[src/rtl/demux4_nbit_reg.sv]
// 1-to-4 registered demultiplexer with a one-word slot per output.
// Define DEMUX4_NBIT_REG_XFER_COUNT_EN to add the xfer_count port.
module demux4_nbit_reg #(
   parameter int DemuxWidth = 16
) (
   input  logic                  clk,
   input  logic                  rst_n,
   input  logic [1:0]            select,
   input  logic [DemuxWidth-1:0] demux_in,
   input  logic                  in_valid,
   output logic                  in_ready,
   output logic [DemuxWidth-1:0] demux_out_1,
   output logic [DemuxWidth-1:0] demux_out_2,
   output logic [DemuxWidth-1:0] demux_out_3,
   output logic [DemuxWidth-1:0] demux_out_4,
   output logic                  out_valid_1,
   output logic                  out_valid_2,
   output logic                  out_valid_3,
   output logic                  out_valid_4,
   input  logic                  out_ready_1,
   input  logic                  out_ready_2,
   input  logic                  out_ready_3,
   input  logic                  out_ready_4
`ifdef DEMUX4_NBIT_REG_XFER_COUNT_EN
   ,
   output logic [7:0]            xfer_count
`endif
);

   logic [3:0]                  oready;
   logic [3:0]                  vld_q;
   logic [3:0]                  sel_oh;
   logic [3:0]                  load;
   logic [3:0][DemuxWidth-1:0]  data_q;

   assign oready = {out_ready_4, out_ready_3,
                    out_ready_2, out_ready_1};

   always_comb begin
      sel_oh = '0;
      unique case (select)
         2'd0: sel_oh = 4'b0001;
         2'd1: sel_oh = 4'b0010;
         2'd2: sel_oh = 4'b0100;
         2'd3: sel_oh = 4'b1000;
      endcase
   end

   // Only the selected slot gates acceptance.
   assign in_ready = rst_n & |(sel_oh & (~vld_q | oready));
   assign load     = sel_oh & {4{in_valid & in_ready}};

   always_ff @(posedge clk or negedge rst_n) begin
      if (!rst_n) begin
         vld_q  <= '0;
         data_q <= '0;
      end else begin
         for (int i = 0; i < 4; i++) begin
            if (load[i]) begin
               vld_q[i]  <= 1'b1;
               data_q[i] <= demux_in;
            end else if (oready[i]) begin
               vld_q[i]  <= 1'b0;
            end
         end
      end
   end

   assign demux_out_1 = data_q[0];
   assign demux_out_2 = data_q[1];
   assign demux_out_3 = data_q[2];
   assign demux_out_4 = data_q[3];
   assign out_valid_1 = vld_q[0];
   assign out_valid_2 = vld_q[1];
   assign out_valid_3 = vld_q[2];
   assign out_valid_4 = vld_q[3];

`ifdef DEMUX4_NBIT_REG_XFER_COUNT_EN
   logic [7:0] cnt_q;

   always_ff @(posedge clk or negedge rst_n) begin
      if (!rst_n) begin
         cnt_q <= '0;
      end else if (|load) begin
         cnt_q <= cnt_q + 8'd1;
      end
   end

   assign xfer_count = cnt_q;
`endif

endmodule
[config.mk]
export PLATFORM = sky130hd
export DESIGN_NAME = demux4_nbit_reg
export DESIGN_NICKNAME = d
export VERILOG_FILES = /design/src/rtl/demux4_nbit_reg.sv
export SDC_FILE = /design/constraint.sdc
export NUM_CORES = 1
export LEC_CHECK = 0
export CAP_MARGIN = 10
export CORE_MARGIN = 2
export CORE_UTILIZATION = 40
export DETAILED_ROUTE_END_ITERATION = 16
export PLACE_DENSITY = 0.69
export SLEW_MARGIN = 20
export SYNTH_ARGS = -nofsm -noshare
export SYNTH_HDL_FRONTEND = slang
export SYNTH_SLANG_ARGS = --single-unit
[constraint.sdc]
create_clock -name clk -period 1.78 [get_ports clk]
set_input_delay 0.267 -clock clk [delete_from_list [all_inputs] [get_ports clk]]
set_output_delay 0.267 -clock clk [all_outputs]
set_load 0.01 [all_outputs]
==> out/results.tsv <==
stage	metric	value	unit
critical_path	cells along the critical path	clkdlybuf4s50_1 -> nand4bb_1 -> o311ai_4 -> a21oi_1 -> clkdlybuf4s15_1	
synth	post-synthesis cell area	2710	um2
critical_path	largest stage delay on the critical path	0.48	ns
critical_path	Worst Path Max Fanout	2	
global_route	largest net degree at the start of global routing	69	
floorplan	row count	29	
synth	sequential area share after synthesis	0.628	
routing	WL/cell	16.7	um
power	Leak Pwr	0.00174	uW
synth	count of different cell masters after synthesis	24	
place	# port buffers	93	
critical_path	CP max-delay cell	clkdlybuf4s50_1	
timing	Rel. slew slack	0.445	
routing	drt total wl	5990	um
routing	DR vias/cell	4.89	
cts	H-tree level count	3	
timing	final setup fails	0	
final_layout	nets	302	
timing	Tightest Pin Transition	0.833	ns
timing	worst hold slack	0.298	ns
global_route	GRT Total Usage	0.162	
floorplan	Die X	86.3	um
global_route	first-pass GRT wire length	9380	um
cts	Inserted Clock Buffers	9	
routing	initial DRC count	39	
cts	Worst-path clk slew	0.08	ns
routing	First-pass DRT Iterations	3	
critical_path	Worst setup EP type	output port	
floorplan	starting density of the core	0.419	
min_path	Hold WC Path Type	in2async	
timing	Tmin final	1.74	ns
cts	CTS tree	built	
cts	clock latency on the worst-skew pair	0.32	ns
global_route	vias in the first global route	1842	
cts	clk root buf	clkbuf_8	
cts	Clock Path Buffers	2	
power	VDD IR-drop max	0.646	mV
floorplan	I/O Pins	94	
final_layout	ANT cells	0	
place	GP Congestion	0.826	
timing	Max Slew Vio Count	0	
critical_path	worst reg-to-reg path cell count	5	
timing	period utilisation layout	0.976	
synth	Yosys warnings	0	
synth	Synth Net Count	186	
timing	Hold Violations, Final	0	
synth	Synth Register Bits	68	
critical_path	CP Depth	5	
timing	fmax	576	MHz
routing	DRC	0	
timing	Worst Skew	0.00954	ns
critical_path	Worst setup SP type	input pin	
cts	Clock Sinks	68	
routing	vias	1755	
critical_path	signal arrival time at the worst endpoint	1.47	ns
final_layout	layout cells sized above 1	0.376	
global_route	global route total overflow	0	
floorplan	core footprint	6460	um2
power	Power, Total	4780	uW
critical_path	Required @ worst endpoint	1.51	ns
place	HPWL Detailed	4030	um
critical_path	family with the most delay on the worst path	buffers and inverters	
global_route	initial antenna violation count	0	
outcome	outcome	completed	
power	Pwr Density	1170	nW/um2
floorplan	Die Ht	86.3	um
routing	antenna viol nets, final	0	
floorplan	Die ar.	7440	um2
critical_path	critical path buffer and inverter count	2	
timing	setup TNS	0	ns
synth	syn_area_per_cell	16.8	um2
synth	cells after synthesis	161	
critical_path	kind of critical path	in2out	
flow_run	total of max-cap violations	0	
final_layout	area grow syn2layout	51.2	%
==> synthesized netlist by cell type <==
library cell / number / share of area
nand2b_1: 2 / 0.0046
nand4bb_1: 1 / 0.0042
mux2_4: 10 / 0.055
a21oi_2: 1 / 0.0032
buf_12: 1 / 0.0074
nand4_2: 1 / 0.0046
nor3b_4: 1 / 0.0069
o311ai_0: 1 / 0.0032
nand3b_1: 1 / 0.0028
nand3_2: 1 / 0.0037
mux2_2: 54 / 0.22
nor3_4: 1 / 0.0060
buf_4: 2 / 0.0055
o21ai_0: 3 / 0.0055
dfrtp_1: 68 / 0.63
o21bai_1: 1 / 0.0028
nor2b_1: 1 / 0.0023
a21oi_1: 1 / 0.0018
nand3_1: 2 / 0.0037
nor2_4: 1 / 0.0042
nand4_1: 1 / 0.0023
buf_6: 3 / 0.012
inv_1: 2 / 0.0028
nand2_1: 1 / 0.0014
==> timing repair <==
item	4_1_cts	5_1_grt
setup endpoints to repair	1	1
resized for setup	5	3
pin swaps	0	1
hold buffers	1	0
setup buffers	0	1
endpoints found under the hold margin	1	0
==> logic make-up after synthesis <==
kind of cell    synth area share
flops                      0.628
mux                        0.280
simple gates              0.0467
buf+inv                   0.0282
compound gates            0.0166
==> flip-flops by register name, indices dropped and copies added (netlist names) <==
| name | count |
|---|---|
| demux_out_1 | 16 |
| demux_out_2 | 16 |
| demux_out_3 | 16 |
| demux_out_4 | 16 |
| vld_q | 4 |
==> report_power, final <==
group	internal, uW	switching, uW	total, uW
registers	1880	184	2070
logic	921	488	1410
clock network	726	580	1310
==> layout make-up <==
cell class | instances | area (um2)
clock buffer | 11 | 151
tap | 77 | 96.3
timing repair buffer | 111 | 1120
clock inverter | 5 | 58.8
fill | 511 | 2360
sequential | 68 | 1700
multi-input combinational | 85 | 955
inverter | 2 | 7.51
==> worst register-to-register path: cells and delay by family (launching register included) <==
kind / cells / cell delay, ns
flip-flops: 1 / 0.38
multiplexers: 1 / 0.35
buffers and inverters: 2 / 0.32
AND/OR/NAND/NOR: 2 / 0.31
==> routing by layer <==
layer  GRT usage  vias to the layer above  part of all wire  wire (um)
met3      0.0600                        2             0.072        429
li1            -                      803                 -          -
met2       0.233                       67              0.45       2710
met1       0.234                      883              0.48       2850
met4      0.0412                        0            0.0010          6
met5           0                        -                 0          0
==> cell usage in the layout (no fill, tap or decap), drive strengths merged, types with 2 or more instances in the layout <==
cell,n
dfrtp,68
mux2,64
nand2b,2
clkinvlp,2
dlygate4sd2,2
a21oi,2
nand4,2
nand3,3
clkbuf,11
buf,18
o21ai,3
clkdlybuf4s50,89
inv,3
==> through the flow <==
step	util	area, um2	setup WS, ns	std cells
6_report	0.634	4090	0.0431	359
2_1_floorplan	-	2710	0.280	161
3_5_place_dp	0.595	3840	-0.303	341
3_3_place_gp	0.595	3840	-0.220	341
4_1_cts	0.630	4070	0.0695	358
5_1_grt	0.634	4090	-0.0101	359
==> worst paths after layout <==
check                                       startpoint                          end  slack, ns
setup / recovery                           out_ready_2                     in_ready       0.04
hold / removal                                   rst_n   demux_out_2[9]$_DFFE_PN0P_       0.30
setup reg to reg                  vld_q[2]$_DFFE_PN0P_  demux_out_3[15]$_DFFE_PN0P_       0.30
hold reg to reg            demux_out_2[12]$_DFFE_PN0P_  demux_out_2[12]$_DFFE_PN0P_       0.51
max in group asynchronous                        rst_n   demux_out_2[3]$_DFFE_PN0P_       0.95
min in group clk                                 rst_n         vld_q[2]$_DFFE_PN0P_       0.34
No activity file was read; power rests on OpenSTA's default activity.
